### config.mk
export PLATFORM = sky130hd
export DESIGN_NAME = plat_land_scan
export DESIGN_NICKNAME = d
export VERILOG_FILES = /design/src/rtl/plat_land_scan.sv
export SDC_FILE = /design/constraint.sdc
export NUM_CORES = 1
export LEC_CHECK = 0
export ABC_AREA = 1
export CAP_MARGIN = 10
export CORE_MARGIN = 4
export CORE_UTILIZATION = 45
export CTS_BUF_LIST = sky130_fd_sc_hd__clkbuf_8
export DETAILED_ROUTE_END_ITERATION = 10
export HOLD_SLACK_MARGIN = 0.1
export PLACE_DENSITY = 0.69
export SYNTH_ARGS = -nofsm -noshare
export SYNTH_HDL_FRONTEND = slang
export SYNTH_SLANG_ARGS = --single-unit
### constraint.sdc
create_clock -name sys_clk -period 14.65 [get_ports sys_clk]
set_input_delay 4.395 -clock sys_clk [delete_from_list [all_inputs] [get_ports sys_clk]]
set_output_delay 4.395 -clock sys_clk [all_outputs]
set_load 0.1 [all_outputs]
### src/rtl/plat_land_scan.sv
`default_nettype none
// ============================================================================
// Module      : plat_land_scan
// Description : Sequential per-tick landing test of a falling character
//               against the current block's platforms; reports the top hit.
// Revision    : 1.0 - initial release
// ============================================================================
module plat_land_scan #(
    parameter int PLATFORM_NUM_PER_BLOCK = 7,
    parameter int PHY_WIDTH              = 14,
    parameter int BLOCK_LEN_WIDTH        = 4,
    parameter int BLOCK_WIDTH            = 480,
    parameter int TILE_WIDTH             = 8,
    parameter int CHAR_WIDTH             = 16
) (
    input  logic                                         sys_clk,
    input  logic                                         sys_rst,
    input  logic                                         start,
    input  logic signed [PHY_WIDTH:0]                    abs_char_x,
    input  logic signed [PHY_WIDTH:0]                    abs_char_y,
    input  logic signed [PHY_WIDTH:0]                    char_vy,
    input  logic        [4:0]                            camera_y,
    input  logic                                         block_switch,
    input  logic [PLATFORM_NUM_PER_BLOCK*PHY_WIDTH-1:0]  plat_relative_x,
    input  logic [PLATFORM_NUM_PER_BLOCK*PHY_WIDTH-1:0]  plat_relative_y,
    input  logic [PLATFORM_NUM_PER_BLOCK*BLOCK_LEN_WIDTH-1:0] plat_len,
    output logic                                         busy,
    output logic                                         done,
    output logic                                         landed,
    output logic signed [PHY_WIDTH:0]                    land_y,
    output logic        [2:0]                            land_idx
);

    localparam int AW = PHY_WIDTH + 2;
    localparam int XW = PLATFORM_NUM_PER_BLOCK * PHY_WIDTH;
    localparam int LW = PLATFORM_NUM_PER_BLOCK * BLOCK_LEN_WIDTH;
    localparam logic [2:0] LAST_IDX = 3'(PLATFORM_NUM_PER_BLOCK - 1);
    localparam logic signed [AW-1:0] CHAR_W_S = AW'(CHAR_WIDTH);

    typedef enum logic [1:0] {
        S_IDLE = 2'd0,
        S_SCAN = 2'd1,
        S_DONE = 2'd2
    } state_t;

    state_t                   state_q;
    logic [2:0]               idx_q;
    logic signed [PHY_WIDTH:0] char_x_q, char_y_q, vy_q;
    logic [XW-1:0]            px_q, py_q;
    logic [LW-1:0]            pl_q;
    logic [4:0]               cam_q;
    logic                     found_q;
    logic signed [AW-1:0]     best_y_q;
    logic [2:0]               best_idx_q;
    logic                     busy_q, done_q, landed_q;
    logic signed [PHY_WIDTH:0] land_y_q;
    logic [2:0]               land_idx_q;

    logic [PHY_WIDTH-1:0]       rel_x_d, rel_y_d;
    logic [BLOCK_LEN_WIDTH-1:0] len_d;
    logic signed [AW-1:0]       top_d, left_d, right_d, cx_d, cxr_d, cy_d, ny_d;
    logic                       hit_d, take_d;

    // Every operand is widened to AW bits so block offset 31 cannot overflow.
    always_comb begin
        rel_x_d = px_q[int'(idx_q)*PHY_WIDTH +: PHY_WIDTH];
        rel_y_d = py_q[int'(idx_q)*PHY_WIDTH +: PHY_WIDTH];
        len_d   = pl_q[int'(idx_q)*BLOCK_LEN_WIDTH +: BLOCK_LEN_WIDTH];
        top_d   = signed'(AW'(cam_q) * AW'(BLOCK_WIDTH) + AW'(rel_y_d));
        left_d  = signed'(AW'(rel_x_d));
        right_d = signed'(AW'(rel_x_d) + AW'(len_d) * AW'(TILE_WIDTH));
        cx_d    = {char_x_q[PHY_WIDTH], char_x_q};
        cy_d    = {char_y_q[PHY_WIDTH], char_y_q};
        ny_d    = cy_d + {vy_q[PHY_WIDTH], vy_q};
        cxr_d   = cx_d + CHAR_W_S;
        hit_d   = vy_q[PHY_WIDTH] && (len_d != '0) && (cy_d >= top_d) &&
                  (ny_d < top_d) && (cx_d < right_d) && (cxr_d > left_d);
        take_d  = hit_d && (!found_q || (top_d > best_y_q));
    end

    always_ff @(posedge sys_clk or posedge sys_rst) begin
        if (sys_rst) begin
            state_q    <= S_IDLE;
            idx_q      <= '0;
            char_x_q   <= '0;
            char_y_q   <= '0;
            vy_q       <= '0;
            px_q       <= '0;
            py_q       <= '0;
            pl_q       <= '0;
            cam_q      <= '0;
            found_q    <= 1'b0;
            best_y_q   <= '0;
            best_idx_q <= '0;
            busy_q     <= 1'b0;
            done_q     <= 1'b0;
            landed_q   <= 1'b0;
            land_y_q   <= '0;
            land_idx_q <= '0;
        end else begin
            busy_q <= (state_q == S_SCAN);
            done_q <= 1'b0;
            case (state_q)
                S_IDLE: begin
                    if (start) begin
                        char_x_q   <= abs_char_x;
                        char_y_q   <= abs_char_y;
                        vy_q       <= char_vy;
                        px_q       <= plat_relative_x;
                        py_q       <= plat_relative_y;
                        pl_q       <= plat_len;
                        cam_q      <= camera_y;
                        found_q    <= 1'b0;
                        best_y_q   <= '0;
                        best_idx_q <= '0;
                        idx_q      <= '0;
                        state_q    <= S_SCAN;
                    end
                end
                S_SCAN: begin
                    // A block change restarts the scan on the new platforms
                    // but keeps the character snapshot taken at start.
                    if (block_switch) begin
                        px_q       <= plat_relative_x;
                        py_q       <= plat_relative_y;
                        pl_q       <= plat_len;
                        cam_q      <= camera_y;
                        found_q    <= 1'b0;
                        best_y_q   <= '0;
                        best_idx_q <= '0;
                        idx_q      <= '0;
                    end else begin
                        if (take_d) begin
                            found_q    <= 1'b1;
                            best_y_q   <= top_d;
                            best_idx_q <= idx_q;
                        end
                        if (idx_q == LAST_IDX) begin
                            state_q <= S_DONE;
                        end else begin
                            idx_q <= idx_q + 3'd1;
                        end
                    end
                end
                S_DONE: begin
                    done_q     <= 1'b1;
                    landed_q   <= found_q;
                    land_y_q   <= found_q ? best_y_q[PHY_WIDTH:0] : '0;
                    land_idx_q <= found_q ? best_idx_q : '0;
                    state_q    <= S_IDLE;
                end
                default: state_q <= S_IDLE;
            endcase
        end
    end

    assign busy     = busy_q;
    assign done     = done_q;
    assign landed   = landed_q;
    assign land_y   = land_y_q;
    assign land_idx = land_idx_q;

endmodule
`default_nettype wire

# Word level (Yosys, flattened, before mapping)
# Index checks and enable logic that the tools add are counted.
# classes
order_cmp	5
n_shift	3
add_sub_neg	5
reduce_logical	16
n_eq_ne	9
n_mul	2
n_mux	34
# op_table
op	count
$mux 98	4
$pmux 98 s2	2
$shiftx 98x32->14	1
$shiftx 98x8->14	1
$mux 28	2
$pmux 28 s2	1
$mux 16	3
$pmux 16 s2	1
$shiftx 28x6->4	1
$mux 3	6
$add 15x15->16	1
$add 15x6->16 const B	1
$ge 15x16->1	1
$gt 16x15->1	1
$gt 16x16->1	1
$lt 15x16->1	1
$lt 16x16->1	1
$add 14x14->15	1
$add 14x7->15	1
$mux 15	1
$pmux 3 s2	2
$reduce_and 3->1	4
$mux 5	2
$pmux 5 s2	1
other kinds (20)	33
# word_totals
output_inout_bits	21
regBits	320
in_bits	278
word_cells	91

# Depth between registers and ports, before layout
# Gate-level depths: netlist of the first run.
# depth
depth_word	12
mapped_depth	35
depth_no_buf	31

# Worst setup path after synthesis of the first run
# No wires, ideal clock.
# synth_timing
path_type	input-to-reg
startpoint	in block_switch
endpoint	reg py_q[11]
path_slack_ps	8670
setup_time_ps	66
t_arrival_ps	5914
cell_stages	10
n_path_buf	4
required_ps	14584
path_cell_list	clkbuf_1 -> nor2_1 -> inv_1 -> nand2_1 -> inv_1 -> buf_2 -> buf_1 -> buf_1 -> nand2_1 -> nand2_1
# synth_between
elab_chain_len	2
# synth_lines
item	line_no	rtl
start, declared	23	input logic block_switch,
$ne 2x2->1 (no source line)	--	
$reduce_and 3->1 (no source line)	--	
end signal, assigned	110	py_q <= plat_relative_y;
end signal, assigned	125	py_q <= plat_relative_y;
end, declared	49	logic [XW-1:0] px_q, py_q;
# Every way passes these cells.
# A chain may end at the register's enable or synchronous reset.

# Worst setup path in the final report of the first run
# layout_timing
startpoint	in start
endpoint	reg px_q[59]
# layout_between
elab_chain_len	2
# layout_lines
item	line_no	rtl
start, declared	18	input logic start,
$ne 2x2->1 (no source line)	--	
$reduce_and 3->1 (no source line)	--	
end signal, assigned	109	px_q <= plat_relative_x;
end signal, assigned	124	px_q <= plat_relative_x;
end, declared	49	
# Every way passes these cells.

==> results of run 1 <==
[report_power, final]
part           switching (W)  leakage [nW]  total [W]  internal, W
logic                0.00128          6.64    0.00211     0.000827
clock network       0.000376         0.654   0.000824     0.000448
registers           0.000120          3.91    0.00116      0.00104
total                0.00178          11.2    0.00409      0.00232
[synthesized netlist by cell type, types with 18 or more instances]
master,count,area [µm²]
sky130_fd_sc_hd__clkbuf_1,75,281.5
sky130_fd_sc_hd__xor2_1,24,210.2
sky130_fd_sc_hd__nor2_1,83,311.6
sky130_fd_sc_hd__inv_1,282,1059
sky130_fd_sc_hd__nand2_1,724,2718
sky130_fd_sc_hd__o211ai_1,18,135.1
sky130_fd_sc_hd__mux2_2,33,371.6
sky130_fd_sc_hd__nand3_1,86,430.4
sky130_fd_sc_hd__ha_1,108,1351
sky130_fd_sc_hd__dfrtp_1,319,7983
sky130_fd_sc_hd__a21oi_1,106,530.5
sky130_fd_sc_hd__nor3_1,30,150.1
sky130_fd_sc_hd__o21ai_0,276,1381
[cells by family (layout without fill, tap and decap cells)]
kind of cell,after synthesis,count (layout),synth area share (%)
AOI/OAI and AO/OA,439,439,13.13
xor gates and xnor gates,35,35,1.718
adders and majority gates,118,118,8.696
buffers and inverters,394,693,8.801
DFF,319,319,44.74
muxes,33,33,2.083
other,0,1,0
and+or+nand+nor,939,939,20.83
[routing by layer]
layer	routed length (µm)	vias up	GRT usage, %
met5	0	-	0
met1	23160	7579	32.04
met3	3217	102	4.281
li1	-	7802	-
met2	25540	505	40.90
met4	1434	0	7.866
[worst max-delay path: cells and delay by family]
family                 cells  cell delay [ns]
AOI/OAI and AO/OA          2             0.92
buffers and inverters      4             2.84
and+or+nand+nor            1             0.50
[sequential cells by signal, indices dropped and copies added, names as in the netlist, 2 cells and up]
signal	count
px_q	98
py_q	98
pl_q	28
best_y_q	15
char_x_q	15
char_y_q	15
land_y	15
vy_q	15
cam_q	5
best_idx_q	3
idx_q	3
land_idx	3
state_q	2
[through the flow]
| step | instances | total power, W | utilization (%) | cell area (µm²) |
|---|---|---|---|---|
| floorplan | 2277 | 0.002690 | - | 17840 |
| global placement | 2996 | 0.003180 | 54.24 | 21110 |
| detailed placement | 2996 | 0.003275 | 54.24 | 21110 |
| CTS | 3094 | 0.004118 | 57.11 | 22230 |
| global route | 3094 | 0.004502 | 57.11 | 22230 |
| finish | 3095 | 0.004093 | 57.11 | 22230 |
[final timing paths]
check | end | from | slack (ns) | cells after the start
max | px_q[59] | start | 6.37 | 7
min in group asynchronous | pl_q[20] | sys_rst | 4.30 | 2
min reg2reg | px_q[3] | px_q[3] | 0.47 | 2
min | px_q[3] | px_q[3] | 0.47 | 2
max in group asynchronous | py_q[65] | sys_rst | 8.98 | 3
max reg2reg | best_y_q[4] | idx_q[0] | 7.84 | 31
[layout make-up]
type	instances	area share, %
Timing Repair Buffer	310	13.88
Sequential cell	319	35.94
Inverter	285	4.880
Clock buffer	67	4.149
Tap cell	518	2.916
Multi-Input combinational cell	1564	37.35
Antenna cell	1	0.01126
Clock inverter	31	0.8781
==> Flow_metrics.wiki, run 1 <==
{| class="wikitable"
! Metric !! Value
|-
| Outcome || finished, final reports clean
|-
| Number of fill cells || approximately 3600
|-
| # clock sinks || approximately 320
|-
| Area used by multi-input combinational logic || between 0.008 and 0.009 mm²
|-
| Cells resized by post-CTS repair || 0
|-
| Max Freq || between 100 and 150 MHz
|-
| Remaining number of nets flagged by the antenna check after routing || 0
|-
| Cell area after synthesis || between 0.015 and 0.02 mm²
|-
| Top library cells by usage in the layout, fill and taps aside || sky130_fd_sc_hd__nand2_1, sky130_fd_sc_hd__dfrtp_1, sky130_fd_sc_hd__inv_1, sky130_fd_sc_hd__clkdlybuf4s50_1, sky130_fd_sc_hd__o21ai_0
|-
| Final Max Slew Viols || 0
|-
| Path type of the worst setup path || input pin to flip-flop
|-
| Clock root cell || sky130_fd_sc_hd__clkbuf_8
|-
| Placement-stage worst setup slack || 5.746 ns
|-
| Clock tree from TritonCTS || built
|-
| Final critical-path share of the clock period || 56.52%
|-
| TritonCTS buffer count || 55
|-
| IO Port Bufs || 298
|-
| Number of search-and-repair iterations in the first detailed-routing pass || 6
|-
| Time the final worst path needs with I/O delays and setup || ~8.3 ns
|-
| Share of synthesized registers carrying an async set or reset || 100.0%
|-
| Most frequent cell on the critical path || sky130_fd_sc_hd__buf_4
|-
| Summed negative setup slack over all endpoints || 0 ns
|-
| Sequential cell area in the final layout || around 0.0080 mm²
|-
| Part of the Yosys area used for sequential elements || between 40% and 50%
|-
| Cell type of the slowest stage on the worst timing path || sky130_fd_sc_hd__buf_4
|-
| GRT Overall Usage || 24.28%
|-
| Number of top-level pins || approximately 300
|-
| Core outline area || 0.03892 mm²
|-
| Maximum number of buffers from clock root to sink || 3
|-
| Die width || roughly 210 µm
|-
| Category of the worst setup path launch point || input pin
|-
| Arrival time reported for the critical path endpoint || 8.75 ns
|-
| Setup skew after layout || 0.03391 ns
|-
| Top FF cell, synth || sky130_fd_sc_hd__dfrtp_1
|-
| Standard-cell rows || 72
|-
| Largest stage delay on the critical path || about 0.88 ns
|-
| Transition at the pin with the smallest max-transition slack || 1.048 ns
|-
| Layout cells sized above 1 || 5.435%
|-
| Leakage power || about 11 nW
|-
| Total number of vias || about 16000
|-
| CP Capture Type || flip-flop
|-
| P per Cell Area || about 180 mW/mm²
|-
| Mapped Cells || between 2000 and 2500
|-
| Net Count, Synth || approximately 2700
|-
| RSZ-0062 raised after global routing || no
|-
| Remaining global-route overflow || 0
|-
| Clock H-tree levels || 2
|-
| Endpoints failing hold || 0
|-
| Series of cell instances along the critical path || clkdlybuf4s50_1 -> o21a_1 -> nand2_4 -> inv_8 -> buf_4 -> buf_4 -> o21ai_0
|-
| Drt wl/cell || approximately 17 µm
|-
| Final Wtd Congestion || roughly 0.88
|-
| Leading cell type in the layout, fill and taps excluded || sky130_fd_sc_hd__nand2_1
|-
| Final setup violation count || 0
|-
| Minimum setup slack in the final design || around 6.4 ns
|-
| Remaining routing DRC violations || 0
|-
| Count of hold buffers inserted by post-cts repair || 0
|-
| Clock Pin Slew Worst Setup and Hold Paths || 0.06 ns
|-
| Hold Slack || 0.4676 ns
|-
| Peak supply drop || approximately 0.10 mV
|-
| Buffers inserted by post-CTS timing repair || 0
|-
| Die height || between 200 and 250 µm
|-
| Unique cell type count in the Yosys netlist || 41
|-
| Via count of the first global-routing pass || around 16000
|-
| Area added between synthesis and finish || 24.58%
|-
| Yosys warns || 0
|-
| Routed wire length || about 53000 µm
|-
| Floorplan die area || roughly 0.043 mm²
|-
| First-pass GRT wire length || 84990 µm
|-
| Worst-skew pair later-pin latency || 0.65 ns
|-
| Antenna violations before repair || 1
|-
| Number of synthesized flops with an enable pin || 0
|-
| Starting utilization of the core area || 45.85%
|-
| Largest fanout of any net on the critical path || about 130
|-
| DRC marker count from the first detailed-route iteration || around 1200
|-
| Critical path required time || around 15 ns
|-
| Largest net degree at the start of global routing || 158
|-
| MaxCap Viol Count || 0
|-
| Relative slew slack || ~30%
|-
| Avg Vias per Cell || between 5 and 6
|-
| Flip-flop and latch count after synthesis || ~320
|-
| Kind of path behind the tightest hold check || flip-flop to flip-flop
|-
| Nets || between 2000 and 3000
|-
| Mean Syn Cell Area || 7.836 µm²
|-
| Detailed Place HPWL || between 30000 and 40000 µm
|}
Power figures use the tool's default switching activity.
==> inputs of run 2 (changes only) <==
PLACE_DENSITY = 0.72   (was 0.69)
clock period = 6.7 ns   (was 14.65 ns; I/O delays follow)
==> run 2 against run 1 <==
Net effect: setup slack got worse by 5.2 ns; register-to-register slack got worse by 6.7 ns; final cell count increased by 0.16%; highest routed layer unchanged.
==> Flow_metrics.wiki, run 2 (synthesized netlist as in run 1, its figures left out) <==
{| class="wikitable"
! Metric !! Value
|-
| Leading cell type in the layout, fill and taps excluded || sky130_fd_sc_hd__nand2_1
|-
| Nets || 2937 (+0.20%)
|-
| Summed negative setup slack over all endpoints || 0 ns (unchanged)
|-
| Minimum setup slack in the final design || 1.124 ns (-5.246 ns)
|-
| Avg Vias per Cell || 5.170 (about the same)
|-
| Kind of path behind the tightest hold check || flip-flop to flip-flop
|-
| Number of top-level pins || 299 (unchanged)
|-
| Global routing met1 resource utilization || 33.45% (+1.4 points)
|-
| Largest net degree at the start of global routing || 137 (-13%)
|-
| RSZ-0062 raised after global routing || no
|-
| Category of the worst setup path launch point || flip-flop
|-
| Met2 Resource Use GR || 40.37% (-0.53 points)
|-
| TritonCTS buffer count || 52 (-5.5%)
|-
| Standard-cell rows || 72 (unchanged)
|-
| Die height || 207.1 µm (unchanged)
|-
| GRT Overall Usage || 24.96% (+0.68 points)
|-
| Core outline area || 0.03892 mm² (unchanged)
|-
| Post-layout total power || 0.009099 W (+120%)
|-
| Cells resized by post-CTS repair || 0 (unchanged)
|-
| Time the final worst path needs with I/O delays and setup || 5.576 ns
|-
| Floorplan die area || 0.04290 mm² (unchanged)
|-
| Antenna violations before repair || 0 (-1)
|-
| Max Freq || ~180 MHz
|-
| Placement-stage worst setup slack || 1.180 ns (-4.566 ns)
|-
| Peak supply drop || 0.2492 mV (+150%)
|-
| Detailed Place HPWL || 41000 µm (+6.7%)
|-
| Met3 layer usage reported by global route || 4.342% (+0.061 points)
|-
| Source of the critical timing path || cam_q[0]
|-
| Setup skew after layout || 0.03148 ns (-0.002428 ns)
|-
| Clock tree from TritonCTS || built
|-
| Total number of vias || 16030 (+0.25%)
|-
| Buffers inserted by post-CTS timing repair || 0 (unchanged)
|-
| Largest fanout of any net on the critical path || 20 (-85%)
|-
| Area added between synthesis and finish || 25.30%
|-
| Clock H-tree levels || 2 (unchanged)
|-
| Final Max Slew Viols || 0 (unchanged)
|-
| P per Cell Area || 407.0 mW/mm² (+120%)
|-
| Layout cells sized above 1 || 6.003% (+0.57 points)
|-
| Leakage power || 11.25 nW (+0.37%)
|-
| # clock sinks || 319 (unchanged)
|-
| MaxCap Viol Count || 0 (unchanged)
|-
| Top library cells by usage in the layout, fill and taps aside || sky130_fd_sc_hd__nand2_1, sky130_fd_sc_hd__dfrtp_1, sky130_fd_sc_hd__clkdlybuf4s50_1, sky130_fd_sc_hd__inv_1, sky130_fd_sc_hd__o21ai_0
|-
| Final Wtd Congestion || 0.8680 (-1.4%)
|-
| Number of search-and-repair iterations in the first detailed-routing pass || 6 (unchanged)
|-
| Worst-skew pair later-pin latency || 0.65 ns (about the same)
|-
| FF-to-FF Start || cam_q[0]
|-
| Remaining number of nets flagged by the antenna check after routing || 0 (unchanged)
|-
| Sequential cell area in the final layout || 0.007988 mm² (unchanged)
|-
| Clock root cell || sky130_fd_sc_hd__clkbuf_8
|-
| DRC marker count from the first detailed-route iteration || 1145 (-5.9%)
|-
| Remaining routing DRC violations || 0 (unchanged)
|-
| Remaining global-route overflow || 0 (unchanged)
|-
| First-pass GRT wire length || 86860 µm (+2.2%)
|-
| Arrival time reported for the critical path endpoint || 6.09 ns (-2.66 ns)
|-
| CP Capture Type || flip-flop
|-
| Relative slew slack || 34.43% (+4.3 points)
|-
| Count of hold buffers inserted by post-cts repair || 0 (unchanged)
|-
| Outcome || finished, final reports clean
|-
| Path type of the worst setup path || flip-flop to flip-flop
|-
| Transition at the pin with the smallest max-transition slack || 0.9805 ns (-0.06748 ns)
|-
| Starting utilization of the core area || 45.85% (unchanged)
|-
| Number of fill cells || 3618 (-0.30%)
|-
| IO Port Bufs || 298 (unchanged)
|-
| Ant diodes || 0 (-1)
|-
| Final setup violation count || 0 (unchanged)
|-
| Maximum number of buffers from clock root to sink || 3 (unchanged)
|-
| Final critical-path share of the clock period || around 83%
|-
| Die width || 207.1 µm (unchanged)
|-
| Drt wl/cell || 17.65 µm (+2.4%)
|-
| Area used by multi-input combinational logic || 0.008302 mm² (unchanged)
|-
| Layer with the highest usage after global routing || met2
|-
| Top flop regs || px_q: 98 flops, py_q: 98 flops, pl_q: 28 flops
|-
| Routed wire length || 54710 µm (+2.5%)
|-
| Critical path required time || 7.21 ns (-7.91 ns)
|-
| Endpoints failing hold || 0 (unchanged)
|-
| Worst min-delay path startpoint || py_q[74]
|-
| Clock Pin Slew Worst Setup and Hold Paths || 0.06 ns (about the same)
|-
| Via count of the first global-routing pass || 16340 (-0.17%)
|}
[run 2: cell count changes in the layout (fill, tap and decap cells not counted), moves of 2 or more]
cell / change
sky130_fd_sc_hd__inv_1: -9
sky130_fd_sc_hd__buf_4: +7
sky130_fd_sc_hd__clkinv_2: +5
sky130_fd_sc_hd__buf_12: +2
sky130_fd_sc_hd__bufinv_16: +2
[run 2: power breakdown]
group	switching [W]	internal (W)	leakage [nW]	total, W
logic	0.00288	0.00182	6.69	0.00470
clock network	0.000815	0.00106	0.650	0.00187
registers	0.000254	0.00228	3.91	0.00253
[run 2: area by class of cell]
type                            instances  share of cell area (%)
Tap cell                              518                   2.899
Clock inverter                         28                   1.063
Sequential cell                       319                   35.73
Inverter                              285                   4.835
Multi-Input combinational cell       1564                   37.13
Timing Repair Buffer                  319                   14.22
Clock buffer                           67                   4.125
[run 2: routing by layer]
metal  up-vias  routed length, µm
li1       7819                  -
met1      7481              23730
met2       608              25210
met3       120               3523
met4         0               2248
met5         -                  0
[run 2: per-stage QoR]
step	utilization [%]	hold WS [ns]	area (µm²)	cells
floorplan	-	0.4231	17850	2277
global placement	54.47	0.4536	21200	3005
detailed placement	54.47	0.4604	21200	3005
CTS	57.45	0.4753	22360	3100
global route	57.45	0.4875	22360	3100
finish	57.45	0.4752	22360	3100
[run 2: worst paths after layout]
kind,end,slack (ns),cells past startpoint
min in group asynchronous,pl_q[16],1.62,2
max,best_idx_q[1],1.12,26
max in group asynchronous,char_x_q[11],3.55,4
min reg2reg,py_q[74],0.48,2
max reg2reg,best_idx_q[1],1.12,26
min,py_q[74],0.48,2
[run 2: critical path, stage by stage (launching register included)]
cell	delay (ns)
sky130_fd_sc_hd__dfrtp_1	0.43
sky130_fd_sc_hd__fa_1	0.54
sky130_fd_sc_hd__fa_1	0.54
sky130_fd_sc_hd__inv_1	0.06
sky130_fd_sc_hd__fa_1	0.43
sky130_fd_sc_hd__o21ai_0	0.31
sky130_fd_sc_hd__xor2_1	0.18
sky130_fd_sc_hd__inv_1	0.07
sky130_fd_sc_hd__ha_1	0.34
sky130_fd_sc_hd__a21oi_1	0.21
sky130_fd_sc_hd__nor2_1	0.06
sky130_fd_sc_hd__a211oi_1	0.17
sky130_fd_sc_hd__and3_1	0.27
sky130_fd_sc_hd__inv_1	0.07
sky130_fd_sc_hd__ha_1	0.29
sky130_fd_sc_hd__nand2_1	0.05
sky130_fd_sc_hd__nand3b_1	0.18
sky130_fd_sc_hd__inv_1	0.09
sky130_fd_sc_hd__nand3_1	0.07
sky130_fd_sc_hd__nand2_1	0.07
sky130_fd_sc_hd__nand2_1	0.05
sky130_fd_sc_hd__a21oi_1	0.12
sky130_fd_sc_hd__nand2_1	0.08
sky130_fd_sc_hd__nand2_2	0.27
sky130_fd_sc_hd__nand2_2	0.28
sky130_fd_sc_hd__nand2_1	0.14
sky130_fd_sc_hd__nand2_1	0.06
==> inputs of run 3 (changes only) <==
PLACE_DENSITY = 0.69   (was 0.72)
clock period = 5.8 ns   (was 6.7 ns; I/O delays follow)
==> run 3 against run 2 <==
Net effect: design area about the same; first-iteration DRC count down 18%; maximum frequency up 3.4%; critical path depth unchanged; register-to-register slack worse by 0.72 ns; die area unchanged; sequential cell count unchanged; total power up 14%; routed wire length down 1.5%; critical path type unchanged; largest cell class unchanged.
==> Flow_metrics.wiki, run 3 (synthesized netlist as in run 1, its figures left out) <==
{| class="wikitable"
! Metric !! Value
|-
| Total number of vias || 15910 (-0.75%)
|-
| Die width || 207.1 µm (unchanged)
|-
| Worst-case register-to-register setup slack || 0.41 ns (-0.72 ns)
|-
| Nets || 2943 (+0.20%)
|-
| Floorplan die area || 0.04290 mm² (unchanged)
|-
| Critical path required time || 6.30 ns (-0.91 ns)
|-
| TritonCTS buffer count || 53 (+1.9%)
|-
| Clock root cell || sky130_fd_sc_hd__clkbuf_8
|-
| Time the final worst path needs with I/O delays and setup || 5.392 ns (-0.1841 ns)
|-
| Buffers inserted by post-CTS timing repair || 0 (unchanged)
|-
| Leading cell type in the layout, fill and taps excluded || sky130_fd_sc_hd__nand2_1
|-
| MaxCap Viol Count || 0 (unchanged)
|-
| Area added between synthesis and finish || 25.34% (about the same)
|-
| # clock sinks || 319 (unchanged)
|-
| Total placed cells including tap cells || 3009 (+0.13%)
|-
| Largest fanout of any net on the critical path || 18 (-10%)
|-
| First-pass GRT wire length || 85490 µm (-1.6%)
|-
| Largest net degree at the start of global routing || 116 (-15%)
|-
| Layout cells sized above 1 || 5.935% (-0.068 points)
|-
| Number of search-and-repair iterations in the first detailed-routing pass || 5 (-1)
|-
| Remaining global-route overflow || 0 (unchanged)
|-
| IO Port Bufs || 298 (unchanged)
|-
| Routed wire length || 53900 µm (-1.5%)
|-
| Avg Vias per Cell || 5.136 (-0.66%)
|-
| Number of top-level pins || 299 (unchanged)
|-
| Hold Slack || 0.4728 ns (-0.002455 ns)
|-
| CP Capture Type || flip-flop
|-
| Summed negative setup slack over all endpoints || 0 ns (unchanged)
|-
| Placed inst area || 0.02131 mm² (+0.55%)
|-
| Clock H-tree levels || 2 (unchanged)
|-
| Hold path endpoint || pl_q[2]
|-
| Kind of path behind the tightest hold check || flip-flop to flip-flop
|-
| Top flop regs || px_q: 98 flops, py_q: 98 flops, pl_q: 28 flops
|-
| Transition at the pin with the smallest max-transition slack || 0.9899 ns (+0.009426 ns)
|-
| Path type of the worst setup path || flip-flop to flip-flop
|-
| Final critical-path share of the clock period || 92.97% (+9.7 points)
|-
| Leakage power || 11.24 nW (about the same)
|-
| RSZ-0062 raised after global routing || no
|-
| Max Freq || 185.4 MHz (+3.4%)
|-
| Remaining number of nets flagged by the antenna check after routing || 0 (unchanged)
|-
| Count of placed standard cells in the final layout, fillers left out || 3097 (-0.097%)
|-
| Top library cells by usage in the layout, fill and taps aside || sky130_fd_sc_hd__nand2_1, sky130_fd_sc_hd__dfrtp_1, sky130_fd_sc_hd__clkdlybuf4s50_1, sky130_fd_sc_hd__inv_1, sky130_fd_sc_hd__o21ai_0
|-
| Worst hold path depth || 2 (unchanged)
|-
| GRT Overall Usage || 24.56% (-0.39 points)
|-
| Endpoints failing hold || 0 (unchanged)
|-
| Antenna violations before repair || 2 (+2)
|-
| Post-route cell area || 0.02236 mm² (about the same)
|-
| Peak supply drop || 0.2392 mV (-4.0%)
|-
| Worst-skew pair later-pin latency || 0.67 ns (+0.02 ns)
|-
| P per Cell Area || 462.9 mW/mm² (+14%)
|-
| Drt wl/cell || 17.40 µm (-1.4%)
|-
| Standard-cell rows || 72 (unchanged)
|-
| Final setup violation count || 0 (unchanged)
|-
| Reg2Reg Depth || 26 (unchanged)
|-
| Category of the worst setup path launch point || flip-flop
|-
| Source of the critical timing path || cam_q[2]
|-
| Core outline area || 0.03892 mm² (unchanged)
|-
| Arrival time reported for the critical path endpoint || 5.90 ns (-0.19 ns)
|-
| Final Max Slew Viols || 0 (unchanged)
|-
| Clock tree from TritonCTS || built
|-
| Detailed Place HPWL || 39830 µm (-2.9%)
|-
| Clock Pin Slew Worst Setup and Hold Paths || 0.06 ns (about the same)
|-
| Final Wtd Congestion || 0.8999 (+3.7%)
|-
| Outcome || finished, final reports clean
|-
| Maximum number of buffers from clock root to sink || 3 (unchanged)
|-
| FF-to-FF Start || cam_q[2]
|-
| Via count of the first global-routing pass || 15820 (-3.2%)
|-
| End of the worst register-to-register path || best_y_q[10]
|-
| Worst min-delay path startpoint || pl_q[2]
|-
| DRC marker count from the first detailed-route iteration || 942 (-18%)
|-
| Setup skew after layout || 0.04702 ns (+0.01553 ns)
|-
| Starting utilization of the core area || 45.85% (unchanged)
|-
| Remaining routing DRC violations || 0 (unchanged)
|-
| Die height || 207.1 µm (unchanged)
|-
| Relative slew slack || 33.80% (-0.63 points)
|}
[run 3: cell count changes in the layout (fill, tap and decap cells not counted), sizes merged, moves of 3 or more]
cell    before  now
buf         21   25
bufinv       4    1
clkbuf      67   64
clkinv       9    6
[run 3: repair_timing]
action | 4_1_cts | 5_1_grt
hold buffers | 0 | 0
gates resized for setup | 0 | 5
endpoints found under the setup margin | 0 | 18
endpoints found under the hold margin | 0 | 0
[run 3: cell type report]
type	count	area, µm²
Clock inverter	22	147.6
Multi-Input combinational cell	1565	8319
Antenna cell	1	2.502
Timing Repair Buffer	323	3296
Sequential cell	319	7988
Clock buffer	64	880.8
Tap cell	518	648.1
Fill cell	3686	16550
Inverter	285	1081
[run 3: worst max-delay path, stage by stage, from the launching register on]
cell	delay (ns)
sky130_fd_sc_hd__dfrtp_1	0.41
sky130_fd_sc_hd__inv_1	0.19
sky130_fd_sc_hd__fa_1	0.48
sky130_fd_sc_hd__fa_1	0.52
sky130_fd_sc_hd__inv_1	0.04
sky130_fd_sc_hd__ha_1	0.34
sky130_fd_sc_hd__xnor2_1	0.16
sky130_fd_sc_hd__ha_1	0.35
sky130_fd_sc_hd__nand2_1	0.09
sky130_fd_sc_hd__nor3_1	0.26
sky130_fd_sc_hd__a21oi_1	0.13
sky130_fd_sc_hd__or2_2	0.29
sky130_fd_sc_hd__o21ai_0	0.20
sky130_fd_sc_hd__xor2_1	0.22
sky130_fd_sc_hd__inv_1	0.12
sky130_fd_sc_hd__ha_1	0.30
sky130_fd_sc_hd__nand2_1	0.05
sky130_fd_sc_hd__nand2_1	0.05
sky130_fd_sc_hd__nand2_1	0.05
sky130_fd_sc_hd__nor2_1	0.08
sky130_fd_sc_hd__nand3_1	0.09
sky130_fd_sc_hd__a21oi_1	0.14
sky130_fd_sc_hd__nand2_1	0.15
sky130_fd_sc_hd__nand2_4	0.17
sky130_fd_sc_hd__nand2_4	0.16
sky130_fd_sc_hd__nand2_1	0.12
sky130_fd_sc_hd__nand2_1	0.06
[run 3: routing by layer]
metal / part of all wire, % / global-route usage [%] / routed length (µm)
met4: 2.5 / 6.680 / 1325
met2: 47 / 40.11 / 25220
met3: 5.7 / 5.038 / 3075
met1: 45 / 33.61 / 24270
met5: 0.024 / 0 / 13
[run 3: power by group]
| part | switching [W] | internal, W |
|---|---|---|
| clock network | 0.000929 | 0.00104 |
| registers | 0.000274 | 0.00263 |
| logic | 0.00334 | 0.00214 |
[run 3: worst max path at each step]
stage	slack, ns	depth (start not counted)	to
after global placement	0.42	30	best_y_q[13]
after global routing	0.01	29	best_idx_q[0]
after detailed placement	0.22	30	best_y_q[0]
final	0.41	26	best_y_q[10]
after CTS	0.15	30	best_y_q[10]
after floorplan	-0.19	1	best_idx_q[0]
[run 3: stage by stage]
step	setup slack [ns]	total power, W	util [%]
floorplan	-0.1928	0.006795	-
global placement	0.4166	0.008197	54.77
detailed placement	0.2215	0.008361	54.77
CTS	0.1546	0.01038	57.41
global route	0.01299	0.01137	57.46
finish	0.4077	0.01035	57.46
